### src/rtl/rv_mem_pkg.sv
// Shared definitions for the memory-access stage: funct3 encodings, FSM states,
// and helpers that build store lanes and detect illegal accesses.
package rv_mem_pkg;

    localparam int XLEN   = 32;
    localparam int REG_AW = 5;

    localparam logic [2:0] F3_B  = 3'b000;
    localparam logic [2:0] F3_H  = 3'b001;
    localparam logic [2:0] F3_W  = 3'b010;
    localparam logic [2:0] F3_BU = 3'b100;
    localparam logic [2:0] F3_HU = 3'b101;

    typedef enum logic [1:0] {
        IDLE   = 2'd0,
        REQ    = 2'd1,
        WAIT_R = 2'd2
    } state_e;

    function automatic logic [3:0] store_wstrb(input logic [2:0] f3, input logic [1:0] lo);
        logic [3:0] strb;
        case (f3)
            F3_B:    strb = 4'b0001 << lo;
            F3_H:    strb = lo[1] ? 4'b1100 : 4'b0011;
            F3_W:    strb = 4'b1111;
            default: strb = 4'b0000;
        endcase
        return strb;
    endfunction

    function automatic logic [31:0] store_wdata(input logic [2:0] f3, input logic [31:0] rs2);
        logic [31:0] data;
        case (f3)
            F3_B:    data = {4{rs2[7:0]}};
            F3_H:    data = {2{rs2[15:0]}};
            default: data = rs2;
        endcase
        return data;
    endfunction

    // Loads and stores share alignment rules; unsigned sizes are loads only.
    function automatic logic access_fault(input logic rd, input logic wr,
                                          input logic [2:0] f3, input logic [1:0] lo);
        logic f;
        f = 1'b0;
        if (rd && wr) begin
            f = 1'b1;
        end else if (rd) begin
            case (f3)
                F3_B, F3_BU: f = 1'b0;
                F3_H, F3_HU: f = lo[0];
                F3_W:        f = (lo != 2'b00);
                default:     f = 1'b1;
            endcase
        end else if (wr) begin
            case (f3)
                F3_B:    f = 1'b0;
                F3_H:    f = lo[0];
                F3_W:    f = (lo != 2'b00);
                default: f = 1'b1;
            endcase
        end else begin
            f = 1'b0;
        end
        return f;
    endfunction

endpackage

### src/rtl/mem_stage_load_align.sv
// Picks the addressed byte/half out of a returned load word and extends it
// according to the access size and signedness.
module load_align
    import rv_mem_pkg::*;
(
    input  logic [31:0] rdata_i,
    input  logic [1:0]  addr_lo_i,
    input  logic [2:0]  funct3_i,
    output logic [31:0] result_o
);

    logic [7:0]  byte_s;
    logic [15:0] half_s;

    // Lane selection followed by sign/zero extension
    always_comb begin
        byte_s   = 8'h00;
        half_s   = 16'h0000;
        result_o = 32'h0000_0000;
        case (addr_lo_i)
            2'b00:   byte_s = rdata_i[7:0];
            2'b01:   byte_s = rdata_i[15:8];
            2'b10:   byte_s = rdata_i[23:16];
            2'b11:   byte_s = rdata_i[31:24];
            default: byte_s = 8'h00;
        endcase
        half_s = addr_lo_i[1] ? rdata_i[31:16] : rdata_i[15:0];
        case (funct3_i)
            F3_B:    result_o = {{24{byte_s[7]}}, byte_s};
            F3_BU:   result_o = {24'h00_0000, byte_s};
            F3_H:    result_o = {{16{half_s[15]}}, half_s};
            F3_HU:   result_o = {16'h0000, half_s};
            default: result_o = rdata_i;
        endcase
    end

endmodule

### src/rtl/mem_stage.sv
// Memory stage: issues one data-memory access at a time over req/gnt/rvalid,
// stalls EX while busy, and emits a one-cycle registered writeback result.
module mem_stage
    import rv_mem_pkg::*;
#(
    parameter int XLEN   = 32,
    parameter int REG_AW = 5
) (
    input  logic              clk,
    input  logic              reset,
    input  logic              ex_valid,
    output logic              ex_ready,
    input  logic [XLEN-1:0]   ex_alu_out,
    input  logic [XLEN-1:0]   ex_rs2,
    input  logic [REG_AW-1:0] ex_rd,
    input  logic              ex_reg_write,
    input  logic              ex_mem_read,
    input  logic              ex_mem_write,
    input  logic [2:0]        ex_funct3,
    output logic              dmem_req,
    output logic              dmem_we,
    output logic [XLEN-1:0]   dmem_addr,
    output logic [XLEN-1:0]   dmem_wdata,
    output logic [3:0]        dmem_wstrb,
    input  logic              dmem_gnt,
    input  logic              dmem_rvalid,
    input  logic [XLEN-1:0]   dmem_rdata,
    output logic              wb_valid,
    output logic [REG_AW-1:0] wb_rd,
    output logic              wb_reg_write,
    output logic [XLEN-1:0]   wb_data,
    output logic              wb_fault
);

    state_e              state_q, state_d;
    logic                req_q, req_d;
    logic                we_q, we_d;
    logic [XLEN-1:0]     addr_q, addr_d;
    logic [XLEN-1:0]     wdata_q, wdata_d;
    logic [3:0]          wstrb_q, wstrb_d;
    logic                wb_valid_q, wb_valid_d;
    logic [REG_AW-1:0]   wb_rd_q, wb_rd_d;
    logic                wb_rw_q, wb_rw_d;
    logic [XLEN-1:0]     wb_data_q, wb_data_d;
    logic                wb_fault_q, wb_fault_d;
    logic [1:0]          pend_lo_q, pend_lo_d;
    logic [2:0]          pend_f3_q, pend_f3_d;
    logic [REG_AW-1:0]   pend_rd_q, pend_rd_d;
    logic                pend_rw_q, pend_rw_d;
    logic                is_mem_s;
    logic                fault_s;
    logic                rd_nz_s;
    logic [XLEN-1:0]     load_s;

    load_align u_load_align (
        .rdata_i   (dmem_rdata),
        .addr_lo_i (pend_lo_q),
        .funct3_i  (pend_f3_q),
        .result_o  (load_s)
    );

    assign ex_ready = (state_q == IDLE);

    // Next-state and next-output logic; wb_valid defaults low so it only pulses
    always_comb begin
        state_d    = state_q;
        req_d      = req_q;
        we_d       = we_q;
        addr_d     = addr_q;
        wdata_d    = wdata_q;
        wstrb_d    = wstrb_q;
        wb_valid_d = 1'b0;
        wb_rd_d    = wb_rd_q;
        wb_rw_d    = wb_rw_q;
        wb_data_d  = wb_data_q;
        wb_fault_d = wb_fault_q;
        pend_lo_d  = pend_lo_q;
        pend_f3_d  = pend_f3_q;
        pend_rd_d  = pend_rd_q;
        pend_rw_d  = pend_rw_q;
        is_mem_s   = ex_mem_read | ex_mem_write;
        rd_nz_s    = (ex_rd != {REG_AW{1'b0}});
        if (is_mem_s) begin
            fault_s = access_fault(ex_mem_read, ex_mem_write, ex_funct3, ex_alu_out[1:0]);
        end else begin
            fault_s = 1'b0;
        end

        case (state_q)
            IDLE: begin
                if (ex_valid && is_mem_s && !fault_s) begin
                    state_d   = REQ;
                    req_d     = 1'b1;
                    we_d      = ex_mem_write;
                    addr_d    = {ex_alu_out[XLEN-1:2], 2'b00};
                    wdata_d   = ex_mem_write ? store_wdata(ex_funct3, ex_rs2) : 32'h0000_0000;
                    wstrb_d   = ex_mem_write ? store_wstrb(ex_funct3, ex_alu_out[1:0]) : 4'b0000;
                    pend_lo_d = ex_alu_out[1:0];
                    pend_f3_d = ex_funct3;
                    pend_rd_d = ex_rd;
                    pend_rw_d = ex_reg_write & rd_nz_s & ~ex_mem_write;
                end else if (ex_valid) begin
                    // ALU results and faulting accesses retire without touching the bus
                    wb_valid_d = 1'b1;
                    wb_rd_d    = ex_rd;
                    wb_rw_d    = ex_reg_write & rd_nz_s & ~fault_s;
                    wb_data_d  = ex_alu_out;
                    wb_fault_d = fault_s;
                end else begin
                    state_d = IDLE;
                end
            end
            REQ: begin
                if (dmem_gnt && we_q) begin
                    req_d      = 1'b0;
                    state_d    = IDLE;
                    wb_valid_d = 1'b1;
                    wb_rd_d    = pend_rd_q;
                    wb_rw_d    = 1'b0;
                    wb_data_d  = 32'h0000_0000;
                    wb_fault_d = 1'b0;
                end else if (dmem_gnt) begin
                    req_d   = 1'b0;
                    state_d = WAIT_R;
                end else begin
                    req_d = 1'b1;
                end
            end
            WAIT_R: begin
                if (dmem_rvalid) begin
                    state_d    = IDLE;
                    wb_valid_d = 1'b1;
                    wb_rd_d    = pend_rd_q;
                    wb_rw_d    = pend_rw_q;
                    wb_data_d  = load_s;
                    wb_fault_d = 1'b0;
                end else begin
                    state_d = WAIT_R;
                end
            end
            default: begin
                state_d = IDLE;
                req_d   = 1'b0;
            end
        endcase
    end

    // State and output registers with synchronous active-low reset
    always_ff @(posedge clk) begin
        if (!reset) begin
            state_q    <= IDLE;
            req_q      <= 1'b0;
            we_q       <= 1'b0;
            addr_q     <= 32'h0000_0000;
            wdata_q    <= 32'h0000_0000;
            wstrb_q    <= 4'b0000;
            wb_valid_q <= 1'b0;
            wb_rd_q    <= 5'd0;
            wb_rw_q    <= 1'b0;
            wb_data_q  <= 32'h0000_0000;
            wb_fault_q <= 1'b0;
            pend_lo_q  <= 2'b00;
            pend_f3_q  <= 3'b000;
            pend_rd_q  <= 5'd0;
            pend_rw_q  <= 1'b0;
        end else begin
            state_q    <= state_d;
            req_q      <= req_d;
            we_q       <= we_d;
            addr_q     <= addr_d;
            wdata_q    <= wdata_d;
            wstrb_q    <= wstrb_d;
            wb_valid_q <= wb_valid_d;
            wb_rd_q    <= wb_rd_d;
            wb_rw_q    <= wb_rw_d;
            wb_data_q  <= wb_data_d;
            wb_fault_q <= wb_fault_d;
            pend_lo_q  <= pend_lo_d;
            pend_f3_q  <= pend_f3_d;
            pend_rd_q  <= pend_rd_d;
            pend_rw_q  <= pend_rw_d;
        end
    end

    assign dmem_req     = req_q;
    assign dmem_we      = we_q;
    assign dmem_addr    = addr_q;
    assign dmem_wdata   = wdata_q;
    assign dmem_wstrb   = wstrb_q;
    assign wb_valid     = wb_valid_q;
    assign wb_rd        = wb_rd_q;
    assign wb_reg_write = wb_rw_q;
    assign wb_data      = wb_data_q;
    assign wb_fault     = wb_fault_q;

endmodule

### config.mk
export PLATFORM = sky130hd
export DESIGN_NAME = mem_stage
export DESIGN_NICKNAME = d
export VERILOG_FILES = /design/src/rtl/rv_mem_pkg.sv /design/src/rtl/mem_stage_load_align.sv /design/src/rtl/mem_stage.sv
export SDC_FILE = /design/constraint.sdc
export NUM_CORES = 1
export LEC_CHECK = 0
export ABC_AREA = 1
export CAP_MARGIN = 10
export CORE_UTILIZATION = 45
export DETAILED_ROUTE_END_ITERATION = 12
export PLACE_DENSITY = 0.9
export SYNTH_ARGS = -nofsm -noshare
export SYNTH_HDL_FRONTEND = slang
export SYNTH_SLANG_ARGS = --single-unit
export TNS_END_PERCENT = 1
### constraint.sdc
create_clock -name clk -period 2.49 [get_ports clk]
set_input_delay 0.3735 -clock clk [delete_from_list [all_inputs] [get_ports clk]]
set_output_delay 0.3735 -clock clk [all_outputs]
set_load 0.01 [all_outputs]
==> results of run 1 <==
## cells by family after synthesis
logic type / count (synthesis)
other: 1
flip-flops: 121
adder cells (fa/ha/maj): 5
AND/OR/NAND/NOR: 508
AO/OA/AOI/OAI: 200
buffers and inverters: 131
multiplexers: 4
## tightest hold or removal path, stage by stage (launching register included)
cell and delay, ns:
dfxtp_1 0.30, inv_1 0.05, a21oi_1 0.05
## power by group through the flow
| stage | Sequential [W] | Combinational (W) | Clock [W] |
|---|---|---|---|
| final | 0.00237 | 0.00250 | 0.00249 |
| after global routing | 0.00240 | 0.00273 | 0.00259 |
| after CTS | 0.00237 | 0.00248 | 0.00250 |
| after detailed placement | 0.00240 | 0.00244 | 0 |
| after global placement | 0.00240 | 0.00239 | 0 |
| after floorplan | 0.00250 | 0.00129 | 0 |
## registers in the layout, summed over array words and instances, names as in the netlist
name          flops
dmem_addr        30
dmem_req          1
dmem_wdata       32
dmem_we           1
dmem_wstrb        4
pend_f3_q         3
pend_lo_q         2
pend_rd_q         5
pend_rw_q         1
state_q           2
wb_data          32
wb_fault          1
wb_rd             5
wb_reg_write      1
wb_valid          1
## Yosys cell counts, drive strengths merged
master	n
nand2	298
nor2	149
dfxtp	121
a21oi	101
inv	66
o21ai	53
nand3	46
buf	34
clkbuf	28
a21boi	24
a211oi	5
a31oi	5
and2	5
ha	5
o211ai	5
mux2i	4
o31ai	4
or2	4
clkinv	3
nand3b	3
a22oi	2
nand4	2
conb	1
nor3	1
o22ai	1
## worst paths after layout
path	endpoint	slack [ns]	cells after the start
worst max-delay path	ex_ready	0.17	3
worst min-delay path	pend_rw_q$_SDFFE_PN0P_	0.45	2
worst max register to register	wb_data[20]$_SDFFE_PN0P_	0.37	9
worst min register to register	pend_rw_q$_SDFFE_PN0P_	0.45	2
## final cells by class
cell class | count | area (um2)
fillers | 1090 | 4220
repair buffers | 248 | 2460
flip-flops and latches | 121 | 2420
clock buffers | 21 | 480
well taps | 176 | 220
clock inverters | 11 | 120
multi-input cells | 719 | 3270
inverters | 69 | 264
## through the flow
step	total power (W)	setup slack, ns	hold WS, ns
after floorplan	0.00379	0.585	0.425
final	0.00736	0.167	0.448
after global placement	0.00478	0.123	0.435
after detailed placement	0.00484	-0.0933	0.442
after global routing	0.00772	0.131	0.481
after CTS	0.00734	0.175	0.448
## metal layers
metal	vias up	GRT usage	wire [um]
met2	386	0.480	10100
met5	-	0	0
met1	3345	0.367	8690
li1	3507	-	-
met3	62	0.0679	1830
met4	0	0.148	832
==> summary.txt, run 1 <==
Yosys
  – Mux cell area share after synthesis: 0.00634
  – Syn Inst Count: 970
  – Adder-cell share of the synthesized area: 0.00991
  – Dominant cell type by area after synthesis: dfxtp_1
  – Synthesized area per cell: 6.51 um2
  – Main combinational cell family by area after synthesis: simple AND/OR/NAND/NOR gates
  – Unique masters post-synth: 37
  – Cell area after synthesis: 6310 um2
  – Synth Area in Simple Gates: 0.321
  – Synth top area share: 0.384
  – Top area cells in the synthesized netlist: dfxtp_1 (38%), nand2_1 (18%), nor2_1 (8.7%)
  – Compound-gate portion of the synthesized area: 0.177
  – Synth warnings: 0
  – FF+latch count, synth: roughly 120
  – Post-synthesis xor/xnor area fraction: 0
  – Sequential fraction of the synthesis area: 0.384

Pwr
  – Maximum vdd drop: 0.000561 V
  – PD cells: between 700 and 800 nW/um2
  – Clk pwr share: 0.338
  – Sw Ratio: 0.335
  – Sequential share of power: 0.322
  – Share of power burned in combinational logic: 0.339
  – P_sw: about 0.0025 W
  – Lkg Pwr: about 3.9 nW
  – Pint: 0.00490 W

Worst setup path
  – CP max FO: 6
  – Setup CP Type: flip-flop to output pin
  – WP data arrival: 1.95 ns
  – CP cell instances: inv_1 -> ha_1 -> clkdlybuf4s50_1
  – Crit-path leading delay family: buffers and inverters
  – Worst Path Required: roughly 2.1 ns
  – Critical path's largest stage delay: between 0.6 and 0.7 ns
  – CP bufs+invs: 2
  – Slowest-stage cell, CP: clkdlybuf4s50_1
  – Critical path origin: state_q[1]$_SDFFE_PN0P_
  – Reg-to-Reg Start: state_q[0]$_SDFFE_PN0P_
  – Setup crit end kind: output pin
  – Worst Setup Start Kind: flip-flop

Clock tree
  – Clock tree from TritonCTS: yes
  – Post-CTS Setup Inserts: 0
  – Skew-Pair Late Insertion Delay: about 0.43 ns
  – # H-tree levels: 4
  – Cts repair resizes: 0
  – Hold_buf cts: 0
  – CTS buffer count: 17
  – Sink Count: 121
  – Max clock buf depth: 2
  – Clock transition at path regs: about 0.060 ns
  – Root Buffer: clkbuf_16

Die
  – Starting Density: 0.469
  – I/O pin cnt: 223
  – Width of the die: 120 um
  – Core Area: 13500 um2
  – DIE AREA: 14500 um2
  – Die height: 120 um
  – Row count: 42

Status
  – Status: complete, no violations

Global route
  – Initial antenna violation count: 0
  – All-Layer GR Usage: 0.295
  – Overflow after GRT: 0
  – Vias in the first global route: 6703
  – Global-route wire length before repair: 33500 um
  – Largest net degree at the start of global routing: 65

Cells and area
  – Area Overhead vs Synth: 46.2%
  – Finished Core Util: 0.686
  – Layout Nets: between 1000 and 1500
  – Commonest non-fill, non-tap cell in the layout: nand2_1
  – # diodes: 0
  – Post-Layout Cell Count: approximately 1400
  – Proportion of layout cells with a drive suffix above 1: 0.0664
  – Post-route cell area: 9230 um2
  – Most frequent cells in the layout: nand2_1 (295), clkdlybuf4s50_1 (219), nor2_1 (147)

Placement
  – Number of I/O port buffers: 220
  – Gp weighted congestion: about 0.9
  – HPWL after detailed placement: 15000 um
  – Placement Cell Area: 8630 um2
  – Inst Count DP: between 1000 and 1500

Route
  – Antenna Nets Post-Route: 0
  – DR pass1 iterations: 5
  – Wire length per cell: 15.7 um
  – Via count: 7300
  – DR iter-0 viols: 576
  – DRC Markers: 0
  – Routed wire length: 21500 um
  – Post-DR vias/cell: 5.35

STA
  – Slew @ Worst Pin: between 0.6 and 0.7 ns
  – Setup total negative slack: 0 ns
  – Final setup vio count: 0
  – Period minus WS final: 2.32 ns
  – Final max-slew violation count: 0
  – Clock Skew: about 0.0084 ns
  – Fmax: 0.431 GHz
  – RSZ-0062 raised after global routing: false
  – Fin crit share: 0.933
  – Slew HR: 0.592
  – Final hold violation count: 0

Run
  – Maxcap violations: 0

Worst hold path
  – Hold wc startpoint: pend_rw_q$_SDFFE_PN0P_
  – Hold WC Path Type: flip-flop to flip-flop
No activity file was read; power rests on OpenSTA's default activity.
==> inputs of run 2 (changes only) <==
Settings changed: CORE_MARGIN set to 2.
==> summary.txt, run 2 (same netlist as run 1, synthesis figures left out) <==
Status
  – Status: complete, no violations

Route
  – Antenna Nets Post-Route: 0 (unchanged)
  – DR pass1 iterations: 5 (unchanged)
  – Routed wire length: 21100 um (-1.7%)
  – Wire length per cell: 15.5 um (-1.7%)
  – Post-DR vias/cell: 5.23 (-2.3%)
  – Via count: 7134 (-2.3%)
  – DRC Markers: 0 (unchanged)
  – DR iter-0 viols: 526 (-8.7%)

Global route
  – All-Layer GR Usage: 0.279 (-0.0169)
  – Initial antenna violation count: 0 (unchanged)
  – Vias in the first global route: 6577 (-1.9%)
  – GR peak layer: met2
  – GR Util met2: 0.468 (-0.0118)
  – Global-route wire length before repair: 32600 um (-2.8%)
  – Overflow after GRT: 0 (unchanged)
  – Met1 Use GR: 0.321 (-0.0455)
  – Largest net degree at the start of global routing: 71 (+9.2%)
  – Met3 track demand over resource: 0.0915 (+0.0236)

Die
  – Die height: 122 um (+1.7%)
  – DIE AREA: 15000 um2 (+3.3%)
  – Width of the die: 122 um (+1.7%)
  – Starting Density: 0.458 (-0.0109)
  – Core Area: 13800 um2 (+2.4%)
  – I/O pin cnt: 223 (unchanged)
  – Row count: 43 (+2.4%)

Cells and area
  – # diodes: 0 (unchanged)
  – Most frequent cells in the layout: nand2_1 (295), clkdlybuf4s50_1 (219), nor2_1 (147)
  – Layout Nets: 1289 (-0.31%)
  – FF+latch area: 2420 um2 (unchanged)
  – Multi-input logic area: 3270 um2 (unchanged)
  – Post-Layout Cell Count: 1365 (unchanged)
  – Fillcell total: 1210 (+11%)
  – Proportion of layout cells with a drive suffix above 1: 0.0633 (-0.00315)
  – Area Overhead vs Synth: 46.5%
  – Commonest non-fill, non-tap cell in the layout: nand2_1

Clock tree
  – Clock tree from TritonCTS: yes
  – Post-CTS Setup Inserts: 0 (unchanged)
  – Cts repair resizes: 0 (unchanged)
  – Clock transition at path regs: 0.06 ns (about the same)
  – Sink Count: 121 (unchanged)
  – # H-tree levels: 4 (unchanged)
  – Root Buffer: clkbuf_16
  – Hold_buf cts: 0 (unchanged)
  – Max clock buf depth: 2 (unchanged)
  – CTS buffer count: 17 (unchanged)
  – Skew-Pair Late Insertion Delay: 0.42 ns (about the same)

Run
  – Maxcap violations: 0 (unchanged)

Worst setup path
  – Setup CP Type: flip-flop to output pin
  – WP data arrival: 1.88 ns (-0.07 ns)
  – Worst Setup Start Kind: flip-flop
  – Worst Path Required: 2.12 ns (about the same)
  – CP max FO: 6 (unchanged)
  – Setup crit end kind: output pin

STA
  – Fin crit share: 0.906 (-0.0266)
  – Clock Skew: 0.00608 ns (-0.00231 ns)
  – Slew @ Worst Pin: 0.735 ns (+0.124 ns)
  – Final max-slew violation count: 0 (unchanged)
  – Final hold violation count: 0 (unchanged)
  – Final setup vio count: 0 (unchanged)
  – RSZ-0062 raised after global routing: false
  – Fmax: 0.443 GHz (+2.9%)
  – Setup total negative slack: 0 ns (unchanged)
  – Slew HR: 0.509 (-0.0830)
  – Period minus WS final: 2.26 ns (-0.0663 ns)

Pwr
  – Total power: 0.00740 W (+0.48%)
  – Lkg Pwr: 3.91 nW (+0.37%)
  – PD cells: 800 nW/um2 (+0.26%)
  – Maximum vdd drop: 0.000423 V (-24%)

Placement
  – Inst Count DP: 1333 (unchanged)
  – Number of I/O port buffers: 220 (unchanged)
  – HPWL after detailed placement: 15600 um (+3.7%)
  – Gp weighted congestion: 0.972 (+5.3%)

Worst hold path
  – Hold WC Path Type: flip-flop to flip-flop
==> run 2: changes by cell type in the layout (fill, tap and decap cells not counted) <==
cell | before | now
clkinv_2 | 3 | 2
inv_6 | 0 | 3
clkbuf_8 | 4 | 2
bufinv_16 | 2 | 3
buf_4 | 24 | 18
clkinv_4 | 1 | 4
clkinvlp_4 | 6 | 2
buf_12 | 4 | 6
==> run 2: cell type report <==
cell class | count | area share
repair buffers | 244 | 0.265
well taps | 180 | 0.0243
clock buffers | 19 | 0.0489
flip-flops and latches | 121 | 0.262
clock inverters | 13 | 0.0181
multi-input cells | 719 | 0.353
inverters | 69 | 0.0285
==> run 2: worst paths after layout <==
path / depth (start not counted) / end / slack [ns] / start
setup / recovery: 3 / ex_ready / 0.23 / state_q[0]$_SDFFE_PN0P_
hold / removal: 2 / pend_rd_q[4]$_SDFFE_PN0P_ / 0.45 / pend_rd_q[4]$_SDFFE_PN0P_
hold reg to reg: 2 / pend_rd_q[4]$_SDFFE_PN0P_ / 0.45 / pend_rd_q[4]$_SDFFE_PN0P_
setup reg to reg: 9 / wb_data[21]$_SDFFE_PN0P_ / 0.39 / state_q[0]$_SDFFE_PN0P_
==> run 2: per-layer routing <==
metal / vias up / wire, um
met1: 3233 / 8370
met5: - / 0
li1: 3501 / -
met3: 48 / 2250
met4: 0 / 641
met2: 352 / 9870
==> run 2: report_power, final <==
group | internal [W] | switching (W)
logic | 0.00112 | 0.00135
registers | 0.00221 | 0.000148
clock network | 0.00164 | 0.000928
total | 0.00497 | 0.00243
==> run 2: stage by stage <==
stage	setup WS (ns)	instance area (um2)	hold slack (ns)	util
after floorplan	0.585	6320	0.425	-
after global routing	0.137	9250	0.475	0.672
final	0.234	9250	0.452	0.672
after global placement	0.126	8630	0.438	0.627
after detailed placement	-0.0233	8630	0.443	0.627
after CTS	0.206	9250	0.454	0.672
==> run 2: worst max-delay path, stage by stage (launching register included) <==
cell and delay, ns:
dfxtp_1 0.34, inv_1 0.11, ha_1 0.40, clkdlybuf4s50_1 0.62
==> inputs of run 3 (changes only) <==
Settings changed: TNS_END_PERCENT 1 to not set.
==> results of run 3 <==
No change in the layout: final DEF, timing and power equal those of run 2.
